### config.mk
export PLATFORM = sky130hd
export DESIGN_NAME = if_stage_sramlike
export DESIGN_NICKNAME = d
export VERILOG_FILES = /design/src/rtl/if_stage_sramlike.sv
export SDC_FILE = /design/constraint.sdc
export NUM_CORES = 1
export LEC_CHECK = 0
export BUFFER_PORTS_ARGS = -buffer_cell sky130_fd_sc_hd__buf_2
export CORE_MARGIN = 10
export CORE_UTILIZATION = 31
export DETAILED_ROUTE_END_ITERATION = 8
export GPL_TIMING_DRIVEN = 1
export PLACE_DENSITY_LB_ADDON = 0.12
export SKIP_CTS_REPAIR_TIMING = 1
export SYNTH_ARGS = -nofsm -noshare
export SYNTH_HDL_FRONTEND = slang
export SYNTH_SLANG_ARGS = --single-unit
export TNS_END_PERCENT = 20
### constraint.sdc
create_clock -name clk -period 8.44 [get_ports clk]
set_input_delay 2.532 -clock clk [delete_from_list [all_inputs] [get_ports clk]]
set_output_delay 2.532 -clock clk [all_outputs]
set_load 0.01 [all_outputs]
### src/rtl/if_stage_sramlike.sv
// Instruction-fetch stage driving an SRAM-like req/addr_ok/data_ok port, with an instruction queue to ID.
// Optional macro IF_ADEF_CHECK_EN: misaligned fetch_pc yields one ADEF-tagged nop instead of a request.
module if_stage_sramlike #(
  parameter logic [31:0] RESET_PC   = 32'h1c000000,
  parameter int          IBUF_DEPTH = 4,
  parameter int          MAX_OUTST  = 2
) (
  input  logic        clk,
  input  logic        resetn,
  input  logic        id_allow_in,
  input  logic        br_taken,
  input  logic [31:0] br_target,
  input  logic        excp_flush,
  input  logic        ertn_flush,
  input  logic [31:0] flush_target,
  output logic        inst_req,
  output logic        inst_wr,
  output logic [1:0]  inst_size,
  output logic [31:0] inst_addr,
  output logic [31:0] inst_wdata,
  input  logic        inst_addr_ok,
  input  logic        inst_data_ok,
  input  logic [31:0] inst_rdata,
  output logic        if_to_id_valid,
  output logic [31:0] if_to_id_pc,
  output logic [31:0] if_to_id_inst,
  output logic        if_to_id_excp
);
  localparam int QW = $clog2(IBUF_DEPTH);
  localparam int CW = $clog2(IBUF_DEPTH + 1);
  localparam int PW = $clog2(MAX_OUTST);
  localparam int OW = $clog2(MAX_OUTST + 1);

  logic [31:0]   fetch_pc_q, fetch_pc_d;
  logic          held_q, held_d, held_stale_q, held_stale_d;
  logic [31:0]   held_addr_q, held_addr_d;
  logic [OW-1:0] outst_q, outst_d, discard_q, discard_d;
  logic [31:0]   pend_pc_q [MAX_OUTST];
  logic [31:0]   pend_pc_d [MAX_OUTST];
  logic [PW-1:0] pend_wr_q, pend_wr_d, pend_rd_q, pend_rd_d;
  logic [31:0]   ibuf_pc_q [IBUF_DEPTH];
  logic [31:0]   ibuf_pc_d [IBUF_DEPTH];
  logic [31:0]   ibuf_inst_q [IBUF_DEPTH];
  logic [31:0]   ibuf_inst_d [IBUF_DEPTH];
  logic [QW-1:0] q_head_q, q_head_d, q_tail_q, q_tail_d;
  logic [CW-1:0] q_count_q, q_count_d;
`ifdef IF_ADEF_CHECK_EN
  logic          ibuf_excp_q [IBUF_DEPTH];
  logic          ibuf_excp_d [IBUF_DEPTH];
  logic          adef_stall_q, adef_stall_d;
`endif

  logic        redirect, space_ok, fresh_ok, adef_push, acc, ret, stale_acc, push, pop;
  logic [31:0] redirect_target;

  assign inst_wr        = 1'b0;
  assign inst_size      = 2'd2;
  assign inst_wdata     = 32'h0;
  assign if_to_id_valid = (q_count_q != '0);
  assign if_to_id_pc    = ibuf_pc_q[q_head_q];
  assign if_to_id_inst  = ibuf_inst_q[q_head_q];
`ifdef IF_ADEF_CHECK_EN
  assign if_to_id_excp  = ibuf_excp_q[q_head_q];
`else
  assign if_to_id_excp  = 1'b0;
`endif

  always_comb begin
    redirect        = excp_flush | ertn_flush | br_taken;
    redirect_target = (excp_flush | ertn_flush) ? flush_target : br_target;
    space_ok        = (32'(outst_q) < 32'(MAX_OUTST)) &&
                      ((32'(q_count_q) + 32'(outst_q)) < 32'(IBUF_DEPTH));
`ifdef IF_ADEF_CHECK_EN
    fresh_ok  = space_ok && (fetch_pc_q[1:0] == 2'b00) && !adef_stall_q;
    adef_push = !held_q && (fetch_pc_q[1:0] != 2'b00) && !adef_stall_q &&
                (outst_q == '0) && (discard_q == '0) && (32'(q_count_q) < 32'(IBUF_DEPTH));
`else
    fresh_ok  = space_ok;
    adef_push = 1'b0;
`endif
    // A raised request is held with its original address until accepted.
    inst_req  = resetn && (held_q || fresh_ok);
    inst_addr = held_q ? held_addr_q : fetch_pc_q;
    acc       = inst_req && inst_addr_ok;
    ret       = inst_data_ok && (outst_q != '0);
    stale_acc = acc && held_q && held_stale_q;

    held_d       = inst_req && !inst_addr_ok;
    held_addr_d  = inst_addr;
    held_stale_d = (held_q && held_stale_q) || redirect;

    fetch_pc_d = fetch_pc_q;
    if (redirect)
      fetch_pc_d = redirect_target;
    else if (acc && !stale_acc)
      fetch_pc_d = fetch_pc_q + 32'd4;

    outst_d = outst_q;
    if (acc && !ret)
      outst_d = outst_q + OW'(1);
    else if (ret && !acc)
      outst_d = outst_q - OW'(1);

    // After a redirect every response still in flight belongs to the old stream.
    discard_d = discard_q;
    if (redirect) begin
      discard_d = outst_d;
    end else begin
      if (ret && (discard_q != '0))
        discard_d = discard_d - OW'(1);
      if (stale_acc)
        discard_d = discard_d + OW'(1);
    end

    pend_pc_d = pend_pc_q;
    pend_wr_d = pend_wr_q;
    pend_rd_d = pend_rd_q;
    if (acc) begin
      pend_pc_d[pend_wr_q] = inst_addr;
      pend_wr_d            = pend_wr_q + PW'(1);
    end
    if (ret)
      pend_rd_d = pend_rd_q + PW'(1);

    push        = !redirect && ((ret && (discard_q == '0)) || adef_push);
    pop         = if_to_id_valid && id_allow_in;
    ibuf_pc_d   = ibuf_pc_q;
    ibuf_inst_d = ibuf_inst_q;
    q_head_d    = q_head_q;
    q_tail_d    = q_tail_q;
    q_count_d   = q_count_q;
`ifdef IF_ADEF_CHECK_EN
    ibuf_excp_d  = ibuf_excp_q;
    adef_stall_d = redirect ? 1'b0 : (adef_stall_q || adef_push);
`endif
    if (redirect) begin
      q_head_d  = '0;
      q_tail_d  = '0;
      q_count_d = '0;
    end else begin
      if (push) begin
        ibuf_pc_d[q_tail_q]   = adef_push ? fetch_pc_q : pend_pc_q[pend_rd_q];
        ibuf_inst_d[q_tail_q] = adef_push ? 32'h03400000 : inst_rdata;
`ifdef IF_ADEF_CHECK_EN
        ibuf_excp_d[q_tail_q] = adef_push;
`endif
        q_tail_d = q_tail_q + QW'(1);
      end
      if (pop)
        q_head_d = q_head_q + QW'(1);
      if (push && !pop)
        q_count_d = q_count_q + CW'(1);
      else if (pop && !push)
        q_count_d = q_count_q - CW'(1);
    end
  end

  always_ff @(posedge clk) begin
    if (!resetn) begin
      fetch_pc_q   <= RESET_PC;
      held_q       <= 1'b0;
      held_stale_q <= 1'b0;
      held_addr_q  <= RESET_PC;
      outst_q      <= '0;
      discard_q    <= '0;
      pend_wr_q    <= '0;
      pend_rd_q    <= '0;
      q_head_q     <= '0;
      q_tail_q     <= '0;
      q_count_q    <= '0;
`ifdef IF_ADEF_CHECK_EN
      adef_stall_q <= 1'b0;
`endif
    end else begin
      fetch_pc_q   <= fetch_pc_d;
      held_q       <= held_d;
      held_stale_q <= held_stale_d;
      held_addr_q  <= held_addr_d;
      outst_q      <= outst_d;
      discard_q    <= discard_d;
      pend_wr_q    <= pend_wr_d;
      pend_rd_q    <= pend_rd_d;
      q_head_q     <= q_head_d;
      q_tail_q     <= q_tail_d;
      q_count_q    <= q_count_d;
`ifdef IF_ADEF_CHECK_EN
      adef_stall_q <= adef_stall_d;
`endif
    end
  end

  always_ff @(posedge clk) begin
    pend_pc_q   <= pend_pc_d;
    ibuf_pc_q   <= ibuf_pc_d;
    ibuf_inst_q <= ibuf_inst_d;
`ifdef IF_ADEF_CHECK_EN
    ibuf_excp_q <= ibuf_excp_d;
`endif
  end

endmodule
==> impl_metrics.ini <==
[outcome]
status = complete, no violations

[logic_synthesis]
synthArstFlopShare = 0
synth_top_area_share = 0.590
syn_area_um2 = 16300
yosysSeqAreaShare = 0.688
ys_warn_count = 0
yosysTopAreaCell = edfxtp_1
avgSynthCellArea_um2 = 16.0
synthTopCellsByArea = edfxtp_1 (59%), dfxtp_1 (9.7%), mux4_2 (8.9%)
ys_seq_elements = 399
synth_edf_count = 320
synth_ff_type = edfxtp_1
ys_types = 65
synthCells = 1015

[floorplan]
fp-row-count = 83
initial_core_util = 0.315
pin_count = 238
die_h_um = 249
fp.dieArea_um2 = 62100
die_x_um = 249
core_um2 = 51600

[critical_path]
slowest_stage = buf_4
crit_fanout = 47
path_class = input pin to primary output
critPathLaunchType = input pin
required_ns = 5.91
critical_path.cell_chain = buf_2, buf_4, inv_1, buf_4, nor2_1, buf_2
slowest_delay_ns = 0.42
cp.arrival_ns = 3.70
end_kind = primary output

[drt]
first_pass_iters = 5
antenna_left = 0
drtIter0Drc = 473
wirelength_um = 42800
drc = 0
wl_per_cell_um = 22.1
vias = 9352
vias_per_cell = 4.84

[sta]
min_period_ns = 6.24
hold_violations = 0
fin_skew_ns = 0.0187
max_freq_ghz = 0.160
rsz0062_at_grt = no
timing.final.crit_share = 0.739
setup_viol = 0
setup_tns_ns = 0
tightest_slew_ns = 1.13
slew_headroom = 0.247
drv_slew = 0

[clocking]
cts_max_level = 2
numCtsBuffers = 46
cts_sinks = 399
clkLatencyLatePin_ns = 0.57
root_buffer = clkbuf_16
clockBufferDepth = 3
cts_tree = done
path_clk_slew_ns = 0.06

[global_route]
antenna_found_initial = 0
grtUsageTotal = 0.135
grt_overflow = 0
grt_pass1_wl_um = 64900
grt_max_degree = 48
grt_pass1_vias = 9813

[layout]
fillCellCount = 4893
most-common-layout-cells = edfxtp_1 (320), buf_2 (201), dfxtp_1 (75)
area.growth.synth_to_final_pct = 18.7
drive_above_1_share = 0.341
instances_no_fill = 1934
fin_util = 0.374
final_common_cell = edfxtp_1
nNetsFinal = 1332
insertedDiodeCount = 0

[power]
peakVddDrop_mv = 0.115
leakage_uw = 0.00667
p_per_area_nw_per_um2 = 239
power.total_uw = 4620

[placement]
hpwl_um = 28100
place_congestion = 0.795
placed_cells = 1850
portBuffers = 201

[worst_hold_path]
hold_class = register to register

[job]
drv_cap = 0
-- worst max-delay path: cells and delay by family --
family	cells	cell delay, ns
buffers and inverters	5	0.99
and+or+nand+nor	1	0.17
-- layout make-up --
| cell class | count | area (um2) | share of cell area |
|---|---|---|---|
| Sequential cell | 399 | 11200 | 0.580 |
| Multi-Input combinational cell | 538 | 4660 | 0.241 |
| Clock buffer | 53 | 1210 | 0.0626 |
| Timing Repair Buffer | 215 | 1110 | 0.0575 |
| Tap cell | 680 | 851 | 0.0440 |
| Clock inverter | 31 | 214 | 0.0111 |
| Inverter | 18 | 67.6 | 0.00350 |
-- layer usage --
metal / part of all wire / vias up / GRT usage
li1: - / 4326 / -
met5: 0 / - / 0
met4: 0.013 / 0 / 0.0280
met1: 0.46 / 4758 / 0.181
met2: 0.47 / 229 / 0.215
met3: 0.054 / 39 / 0.0350
-- worst paths after layout --
kind	startpoint	end	slack [ns]	cells past startpoint
min reg2reg	q_tail_q[1]	q_tail_q[1]	0.52	2
max reg2reg	outst_q[1]	ibuf_inst_q[118]	5.27	7
min	q_tail_q[1]	q_tail_q[1]	0.52	2
max	resetn	inst_req	2.20	6
-- sequential cells by signal (all words and copies together), names as in the netlist --
signal        flops
ibuf_inst_q     128
ibuf_pc_q       128
pend_pc_q        64
fetch_pc_q       32
held_addr_q      32
q_count_q         3
discard_q         2
outst_q           2
q_head_q          2
q_tail_q          2
held_q            1
held_stale_q      1
pend_rd_q         1
pend_wr_q         1
-- metrics by stage --
| step | instance area [um2] | hold slack (ns) | worst slack, ns |
|---|---|---|---|
| 3_5_place_dp | 17900 | 0.513 | 2.17 |
| 5_1_grt | 19300 | 0.552 | 2.10 |
| 4_1_cts | 19300 | 0.522 | 2.17 |
| 3_3_place_gp | 17900 | 0.521 | 2.13 |
| 6_report | 19300 | 0.517 | 2.20 |
| 2_1_floorplan | 16400 | 0.480 | 2.68 |
-- kinds of logic after synthesis --
| family | synth area share |
|---|---|
| AO/OA/AOI/OAI | 0.0614 |
| other | 0.000461 |
| adder cells (fa/ha/maj) | 0.00815 |
| XOR/XNOR | 0.00753 |
| multiplexers | 0.132 |
| buffers and inverters | 0.0358 |
| AND/OR/NAND/NOR | 0.0666 |
| flip-flops | 0.688 |
-- cells in the mapped netlist (all sizes together), types with 6 or more instances --
library cell and n:
o211ai 10, buf 57, or3 7, mux4 64, ha 9, nand3 16
nor3 12, clkbuf 37, nor4 6, nand2 39, a21oi 35, o21a 6
o21ai 28, inv 18, dfxtp 79, and3 15, nand4 13, a211oi 9
o221a 6, and2 37, edfxtp 320, a31oi 14, xnor2 9, nor2 35
mux2 59
-- power by group --
part / switching [uW] / total (uW) / internal [uW]
Sequential: 63.1 / 2300 / 2230
Combinational: 253 / 438 / 185
Clock: 777 / 1890 / 1110
No activity file was read; power rests on OpenSTA's default activity.
